### config.mk
export PLATFORM = sky130hd
export DESIGN_NAME = reg_file_sb_flat
export DESIGN_NICKNAME = d
export VERILOG_FILES = /design/src/rtl/reg_file_sb_pkg.sv /design/src/rtl/reg_file_sb_if.sv /design/src/rtl/reg_file_sb_scoreboard.sv /design/src/rtl/reg_file_sb.sv /design/src/flat_wrapper.sv
export SDC_FILE = /design/constraint.sdc
export NUM_CORES = 1
export LEC_CHECK = 0
export ABC_AREA = 0
export BUFFER_PORTS_ARGS = -buffer_cell sky130_fd_sc_hd__buf_2
export CAP_MARGIN = 0
export CORE_ASPECT_RATIO = 1.25
export CORE_MARGIN = 4
export CORE_UTILIZATION = 50
export CTS_CLUSTER_DIAMETER = 120
export DETAILED_ROUTE_END_ITERATION = 8
export GPL_TIMING_DRIVEN = 0
export MAX_ROUTING_LAYER = met4
export PLACE_DENSITY = 0.83
export SYNTH_ARGS = -nofsm -noshare
export SYNTH_HDL_FRONTEND = slang
export SYNTH_SLANG_ARGS = --single-unit
### constraint.sdc
create_clock -name clk -period 1.9 [get_ports clk]
set_input_delay 0.095 -clock clk [delete_from_list [all_inputs] [get_ports clk]]
set_output_delay 0.095 -clock clk [all_outputs]
set_load 0.01 [all_outputs]
### src/rtl/reg_file_sb_pkg.sv
// Shared defaults and size derivation for the scoreboarded register file.
package reg_file_sb_pkg;

  localparam int DATA_W_DEF = 9;
  localparam int ADDR_W_DEF = 2;

  function automatic int depth_f(input int addr_w);
    return 1 << addr_w;
  endfunction

endpackage

### src/rtl/reg_file_sb_if.sv
// Write, read and reserve bus of the register file; master drives requests, slave returns data/status.
interface reg_file_sb_if
  import reg_file_sb_pkg::*;
#(
  parameter int DATA_W = DATA_W_DEF,
  parameter int ADDR_W = ADDR_W_DEF
);
  logic                     wr_en;
  logic        [ADDR_W-1:0] wr_addr;
  logic signed [DATA_W-1:0] wr_data;
  logic                     rd_en;
  logic        [ADDR_W-1:0] rd0_addr;
  logic        [ADDR_W-1:0] rd1_addr;
  logic                     rsv_en;
  logic        [ADDR_W-1:0] rsv_addr;
  logic signed [DATA_W-1:0] rd0_data;
  logic signed [DATA_W-1:0] rd1_data;
  logic                     rd_valid;
  logic                     stall;
  logic                     rsv_err;
  logic          [ADDR_W:0] busy_cnt;

  modport master (
    output wr_en, wr_addr, wr_data, rd_en, rd0_addr, rd1_addr, rsv_en, rsv_addr,
    input  rd0_data, rd1_data, rd_valid, stall, rsv_err, busy_cnt
  );

  modport slave (
    input  wr_en, wr_addr, wr_data, rd_en, rd0_addr, rd1_addr, rsv_en, rsv_addr,
    output rd0_data, rd1_data, rd_valid, stall, rsv_err, busy_cnt
  );
endinterface

### src/rtl/reg_file_sb_scoreboard.sv
// Busy-bit scoreboard: tracks pending destinations, blocks reads of them, flags double reserves.
module rf_scoreboard
  import reg_file_sb_pkg::*;
#(
  parameter int ADDR_W = ADDR_W_DEF
) (
  input  logic              clk,
  input  logic              rst,
  input  logic              wr_en_i,
  input  logic [ADDR_W-1:0] wr_addr_i,
  input  logic              rsv_en_i,
  input  logic [ADDR_W-1:0] rsv_addr_i,
  input  logic              rd_en_i,
  input  logic [ADDR_W-1:0] rd0_addr_i,
  input  logic [ADDR_W-1:0] rd1_addr_i,
  output logic              stall_o,
  output logic              rsv_err_o,
  output logic   [ADDR_W:0] busy_cnt_o
);
  localparam int DEPTH = depth_f(ADDR_W);

  logic [DEPTH-1:0] busy_q, busy_d;
  logic             rsv_err_q, rsv_err_d;
  logic  [ADDR_W:0] busy_cnt_q, busy_cnt_d;
  logic             blk0, blk1;

  function automatic logic [ADDR_W:0] popcnt(input logic [DEPTH-1:0] v);
    logic [ADDR_W:0] c;
    c = '0;
    for (int i = 0; i < DEPTH; i++) c = c + (ADDR_W+1)'(v[i]);
    return c;
  endfunction

  // A same-cycle write releases its register, so it never blocks a read of it.
  assign blk0    = busy_q[rd0_addr_i] && !(wr_en_i && (wr_addr_i == rd0_addr_i));
  assign blk1    = busy_q[rd1_addr_i] && !(wr_en_i && (wr_addr_i == rd1_addr_i));
  assign stall_o = rd_en_i && (blk0 || blk1);

  always_comb begin
    busy_d = busy_q;
    if (wr_en_i)  busy_d[wr_addr_i]  = 1'b0;
    if (rsv_en_i) busy_d[rsv_addr_i] = 1'b1;
    rsv_err_d  = rsv_en_i && busy_q[rsv_addr_i] && !(wr_en_i && (wr_addr_i == rsv_addr_i));
    busy_cnt_d = popcnt(busy_d);
  end

  always_ff @(posedge clk or posedge rst) begin
    if (rst) begin
      busy_q     <= '0;
      rsv_err_q  <= 1'b0;
      busy_cnt_q <= '0;
    end else begin
      busy_q     <= busy_d;
      rsv_err_q  <= rsv_err_d;
      busy_cnt_q <= busy_cnt_d;
    end
  end

  assign rsv_err_o  = rsv_err_q;
  assign busy_cnt_o = busy_cnt_q;
endmodule

### src/rtl/reg_file_sb.sv
// Register file with write-through forwarding and a busy scoreboard that stalls reads of pending registers.
module reg_file_sb
  import reg_file_sb_pkg::*;
#(
  parameter int DATA_W   = DATA_W_DEF,
  parameter int ADDR_W   = ADDR_W_DEF,
  parameter bit ZERO_REG = 1'b0
) (
  input logic          clk,
  input logic          rst,
  reg_file_sb_if.slave rf
);
  localparam int DEPTH = depth_f(ADDR_W);

  logic signed [DATA_W-1:0] mem_q [DEPTH];
  logic signed [DATA_W-1:0] rd0_data_q, rd1_data_q, rd0_data_d, rd1_data_d;
  logic                     rd_valid_q;
  logic                     wr_eff, rsv_eff, stall, rd_acc;

  // With ZERO_REG, address 0 is invisible to writes and reserves alike.
  assign wr_eff  = rf.wr_en  && !(ZERO_REG && (rf.wr_addr  == '0));
  assign rsv_eff = rf.rsv_en && !(ZERO_REG && (rf.rsv_addr == '0));
  assign rd_acc  = rf.rd_en && !stall;

  function automatic logic signed [DATA_W-1:0] src_val(
    input logic        [ADDR_W-1:0] addr,
    input logic signed [DATA_W-1:0] stored,
    input logic                     we,
    input logic        [ADDR_W-1:0] waddr,
    input logic signed [DATA_W-1:0] wdata
  );
    if (ZERO_REG && (addr == '0)) return '0;
    if (we && (waddr == addr))    return wdata;
    return stored;
  endfunction

  always_comb begin
    rd0_data_d = src_val(rf.rd0_addr, mem_q[rf.rd0_addr], wr_eff, rf.wr_addr, rf.wr_data);
    rd1_data_d = src_val(rf.rd1_addr, mem_q[rf.rd1_addr], wr_eff, rf.wr_addr, rf.wr_data);
  end

  rf_scoreboard #(.ADDR_W(ADDR_W)) u_sb (
    .clk        (clk),
    .rst        (rst),
    .wr_en_i    (wr_eff),
    .wr_addr_i  (rf.wr_addr),
    .rsv_en_i   (rsv_eff),
    .rsv_addr_i (rf.rsv_addr),
    .rd_en_i    (rf.rd_en),
    .rd0_addr_i (rf.rd0_addr),
    .rd1_addr_i (rf.rd1_addr),
    .stall_o    (stall),
    .rsv_err_o  (rf.rsv_err),
    .busy_cnt_o (rf.busy_cnt)
  );

  // Storage and read-port registers: read data is presented one cycle after acceptance.
  always_ff @(posedge clk or posedge rst) begin
    if (rst) begin
      for (int i = 0; i < DEPTH; i++) mem_q[i] <= '0;
      rd0_data_q <= '0;
      rd1_data_q <= '0;
      rd_valid_q <= 1'b0;
    end else begin
      if (wr_eff) mem_q[rf.wr_addr] <= rf.wr_data;
      rd_valid_q <= rd_acc;
      if (rd_acc) begin
        rd0_data_q <= rd0_data_d;
        rd1_data_q <= rd1_data_d;
      end
    end
  end

  assign rf.stall    = stall;
  assign rf.rd0_data = rd0_data_q;
  assign rf.rd1_data = rd1_data_q;
  assign rf.rd_valid = rd_valid_q;
endmodule

### src/flat_wrapper.sv
// flat-port wrapper written by rule: the top's interface ports become plain ports
module reg_file_sb_flat import reg_file_sb_pkg::*;
#(
  parameter int DATA_W   = DATA_W_DEF,
  parameter int ADDR_W   = ADDR_W_DEF,
  parameter bit ZERO_REG = 1'b0
)
  (clk, rst, rf_wr_en, rf_wr_addr, rf_wr_data, rf_rd_en, rf_rd0_addr, rf_rd1_addr, rf_rsv_en, rf_rsv_addr, rf_rd0_data, rf_rd1_data, rf_rd_valid, rf_stall, rf_rsv_err, rf_busy_cnt);
  reg_file_sb_if #(.DATA_W(DATA_W), .ADDR_W(ADDR_W)) rf_i ();
  input logic clk;
  input logic rst;
  input wire logic [$bits(rf_i.wr_en)-1:0] rf_wr_en;
  input wire logic [$bits(rf_i.wr_addr)-1:0] rf_wr_addr;
  input wire logic [$bits(rf_i.wr_data)-1:0] rf_wr_data;
  input wire logic [$bits(rf_i.rd_en)-1:0] rf_rd_en;
  input wire logic [$bits(rf_i.rd0_addr)-1:0] rf_rd0_addr;
  input wire logic [$bits(rf_i.rd1_addr)-1:0] rf_rd1_addr;
  input wire logic [$bits(rf_i.rsv_en)-1:0] rf_rsv_en;
  input wire logic [$bits(rf_i.rsv_addr)-1:0] rf_rsv_addr;
  output wire logic [$bits(rf_i.rd0_data)-1:0] rf_rd0_data;
  output wire logic [$bits(rf_i.rd1_data)-1:0] rf_rd1_data;
  output wire logic [$bits(rf_i.rd_valid)-1:0] rf_rd_valid;
  output wire logic [$bits(rf_i.stall)-1:0] rf_stall;
  output wire logic [$bits(rf_i.rsv_err)-1:0] rf_rsv_err;
  output wire logic [$bits(rf_i.busy_cnt)-1:0] rf_busy_cnt;
  assign rf_i.wr_en = rf_wr_en;
  assign rf_i.wr_addr = rf_wr_addr;
  assign rf_i.wr_data = rf_wr_data;
  assign rf_i.rd_en = rf_rd_en;
  assign rf_i.rd0_addr = rf_rd0_addr;
  assign rf_i.rd1_addr = rf_rd1_addr;
  assign rf_i.rsv_en = rf_rsv_en;
  assign rf_i.rsv_addr = rf_rsv_addr;
  assign rf_rd0_data = rf_i.rd0_data;
  assign rf_rd1_data = rf_i.rd1_data;
  assign rf_rd_valid = rf_i.rd_valid;
  assign rf_stall = rf_i.stall;
  assign rf_rsv_err = rf_i.rsv_err;
  assign rf_busy_cnt = rf_i.busy_cnt;
  reg_file_sb #(.DATA_W(DATA_W), .ADDR_W(ADDR_W), .ZERO_REG(ZERO_REG)) u_core (.clk(clk), .rst(rst), .rf(rf_i));
endmodule
==> results.sh <==
export IMPL_number_of_enable_type_register_cells_in_the_synthesized_netlist=0
export IMPL_post_synth_instance_area_um2=3200
export IMPL_timing_critical_path_max_delay_family="multiplexers"
export IMPL_fin_ws_ns=0.0483
export IMPL_synth_top_family_by_area="multiplexers"
export IMPL_gpl_final_weighted_congestion=0.736
export IMPL_cell_count_after_synthesis=201
export IMPL_cts_root_buf="sky130_fd_sc_hd__clkbuf_8"
export IMPL_clkSlewWorstSetupHoldPaths_ns=0.07
export IMPL_cp_slowest_stage_delay_ns=0.48
export IMPL_cts_buffers_inserted=9
export IMPL_placedInstanceArea_um2=3550
export IMPL_port_buffers=42
export IMPL_area_growth_syn_to_layout_pct=18.1
export IMPL_grt_first_pass_wirelength_um=10500
export IMPL_setup_reg_to_reg_worst_slack_ns=0.05
export IMPL_setup_violations_final=0
export IMPL_worst_hold_path_endpoint="u_core.u_sb.rsv_err_o$_DFF_PP0_"
export IMPL_htree_num_levels=3
export IMPL_cap_violations=0
export IMPL_rsz0062_at_grt="yes"
export IMPL_synth_xor_xnor_area_share=0.0164
export IMPL_synth_yosys_warnings=0
export IMPL_fin_nets=280
export IMPL_numPlacedInstances=329
export IMPL_antennaDiodeCount=0
export IMPL_synth_compound_area_share=0.0168
export IMPL_routedWlPerCell_um=18.1
export IMPL_tightestPinTransition_ns=0.702
export IMPL_pin_count_of_the_biggest_net_entering_global_routing=33
export IMPL_r2r_end="u_core.rf.rd0_data[1]$_DFFE_PP0P_"
export IMPL_total_leakage_power_nw=1.69
export IMPL_report_power_total_mw=4.53
export IMPL_cts_sink_count=63
export IMPL_synth_flop_type="sky130_fd_sc_hd__dfrtp_1"
export IMPL_min_delay_path_class="in -> reg"
export IMPL_path_class="reg -> reg"
export IMPL_cts_repair_timing_setup_buffer_count=0
export IMPL_mappedNetlistNets=226
export IMPL_drt_iter0_markers=71
export IMPL_total_number_of_vias=1932
export IMPL_final_cells=345
export IMPL_drt_drc_violations_left=0
export IMPL_post_route_period_util=0.975
export IMPL_setup_worst_path_start_class="flop"
export IMPL_post_route_cell_area_um2=3780
export IMPL_asyncSetResetFlopFracSynth=1.00
export IMPL_yosys_mux_area_fraction=0.412
export IMPL_crit_chain="mux4_2 > a221o_1 > buf_12 > mux2_4"
export IMPL_worstSetupPathDepth=4
export IMPL_slew_violations=0
export IMPL_gr_usage_all_layers=0.187
export IMPL_fp_dieArea_um2=7750
export IMPL_maxSlewHeadroom=0.532
export IMPL_clock_skew_final_ns=0.00475
export IMPL_clock_latency_ns=0.34
export IMPL_top_level_ports=46
export IMPL_outcome="finished clean"
export IMPL_clock_path_buffers=2
export IMPL_timing_reg2reg_worst_path_depth=4
export IMPL_drt_pass1_iterations=4
export IMPL_ir_drop_mv=0.696
export IMPL_timing_fmax_mhz=540
export IMPL_worst_ep_arrival_time_ns=2.08
export IMPL_drt_wl_total_um=6230
export IMPL_fp_coreArea_um2=6210
export IMPL_antenna_found_initial=0
export IMPL_grt_ovfl_total=0
export IMPL_final_min_clock_period_ns=1.85
export IMPL_worst_hold_startpoint="rf_rsv_en"
export IMPL_critPathBufInv=1
export IMPL_worst_hold_path_num_cells=2
export IMPL_cp_data_required_time_ns=2.13
export IMPL_placement_rows=32
export IMPL_tritoncts_clock_tree="done"
export IMPL_crit_path_max_fanout=19
export IMPL_layout_drive_gt1_share=0.627
export IMPL_yosys_cell_types_count=23
export IMPL_critical_path_slowest_cell="sky130_fd_sc_hd__mux4_2"
export IMPL_pwr_density_nw_per_um2=1200
export IMPL_die_width_um=79.5
export IMPL_synth_simple_gate_area_frac=0.0176
export IMPL_route_antenna_remaining_nets=0
export IMPL_die_y_um=97.4
export IMPL_yosys_area_share_adder=0.0141
export IMPL_initial_core_util=0.516
export IMPL_finish_utilization=0.609
export IMPL_first_global_vias=2114
export IMPL_routed_via_density=5.60
export IMPL_syn_mean_instance_area_um2=15.9
export IMPL_r2r_path_start="u_core.u_sb.busy_q[2]$_DFF_PP0_"
export IMPL_worstSetupEndpointType="flop"
export IMPL_preCtsSetupSlack_ns=-0.135
export IMPL_finalHoldViolations=0
export IMPL_ys_seq_elements=63
export IMPL_seq_area_frac_synth=0.493
export IMPL_most_common_layout_cells="sky130_fd_sc_hd__mux2_2 (63), sky130_fd_sc_hd__dfrtp_1 (63), sky130_fd_sc_hd__buf_2 (49)"
export IMPL_place_hpwl_um=4240
## cell type report
| cell class | count | area (um2) |
|---|---|---|
| plain buffers | 13 | 80.1 |
| fillers | 487 | 2430 |
| repair buffers | 44 | 240 |
| flip-flops and latches | 63 | 1580 |
| well taps | 85 | 106 |
| clock buffers | 13 | 159 |
| inverters | 6 | 22.5 |
| multi-input cells | 118 | 1530 |
| clock inverters | 3 | 65.1 |
## through the flow
| step | TNS, ns | hold WS [ns] |
|---|---|---|
| 2_1_floorplan | 0 | 0.245 |
| 3_3_place_gp | -33.99 | 0.399 |
| 5_1_grt | -0.115 | 0.0458 |
| 6_report | 0 | 0.0523 |
| 3_5_place_dp | -0.773 | 0.246 |
| 4_1_cts | 0 | 0.0403 |
## cell families after synthesis
group                    after synthesis
XOR/XNOR                               6
adder cells (fa/ha/maj)                3
AND/OR/NAND/NOR                       10
AO/OA/AOI/OAI                          6
flip-flops                            63
multiplexers                          93
buffers and inverters                 20
## power breakdown
group / internal, mW / leakage (nW) / switching (mW)
Sequential: 1.73 / 0.750 / 0.203
Clock: 0.809 / 0.114 / 0.498
Combinational: 0.785 / 0.827 / 0.508
## cell usage after synthesis, types with 2 or more instances
| library cell | count | share of area |
|---|---|---|
| sky130_fd_sc_hd__mux2_2 | 63 | 0.22 |
| sky130_fd_sc_hd__clkbuf_1 | 5 | 0.0059 |
| sky130_fd_sc_hd__buf_6 | 2 | 0.0070 |
| sky130_fd_sc_hd__a32o_1 | 2 | 0.0063 |
| sky130_fd_sc_hd__inv_1 | 6 | 0.0070 |
| sky130_fd_sc_hd__nand3b_1 | 2 | 0.0047 |
| sky130_fd_sc_hd__buf_2 | 6 | 0.0094 |
| sky130_fd_sc_hd__nand3_1 | 4 | 0.0063 |
| sky130_fd_sc_hd__ha_1 | 2 | 0.0078 |
| sky130_fd_sc_hd__xnor2_1 | 6 | 0.016 |
| sky130_fd_sc_hd__mux4_2 | 21 | 0.15 |
| sky130_fd_sc_hd__dfrtp_1 | 63 | 0.49 |
| sky130_fd_sc_hd__mux2_4 | 9 | 0.042 |
## per-layer routing
layer,vias up,GRT usage,routed length (um)
met4,0,0.0767,173
met2,54,0.285,3120
met3,16,0.0519,324
li1,873,-,-
met5,-,-,0
met1,989,0.235,2610
## what timing repair did
action                                  in CTS  in global routing
endpoints found under the hold margin       31                  0
hold buffers                                 1                  0
gates resized for setup                      0                  2
pin swaps                                    0                  1
endpoints found under the setup margin       9                 18
## state kept, by name (all words and copies together), names as in the netlist
register                count
u_core.mem_q               36
u_core.rf.rd0_data          9
u_core.rf.rd1_data          9
u_core.rf.rd_valid          1
u_core.u_sb.busy_cnt_o      3
u_core.u_sb.busy_q          4
u_core.u_sb.rsv_err_o       1
## worst max-delay path by stage
stage                                               start                                   to  slack (ns)
final                     u_core.u_sb.busy_q[2]$_DFF_PP0_    u_core.rf.rd0_data[1]$_DFFE_PP0P_        0.05
after global placement                                rst         u_core.mem_q[22]$_DFFE_PP0P_       -0.53
after CTS                 u_core.u_sb.busy_q[2]$_DFF_PP0_    u_core.rf.rd0_data[1]$_DFFE_PP0P_        0.05
after global routing      u_core.u_sb.busy_q[2]$_DFF_PP0_    u_core.rf.rd0_data[0]$_DFFE_PP0P_       -0.02
after detailed placement                    rf_wr_addr[1]  u_core.u_sb.busy_cnt_o[1]$_DFF_PP0_       -0.14
after floorplan           u_core.u_sb.busy_q[3]$_DFF_PP0_    u_core.rf.rd0_data[0]$_DFFE_PP0P_        0.02
No activity file was read; power rests on OpenSTA's default activity.
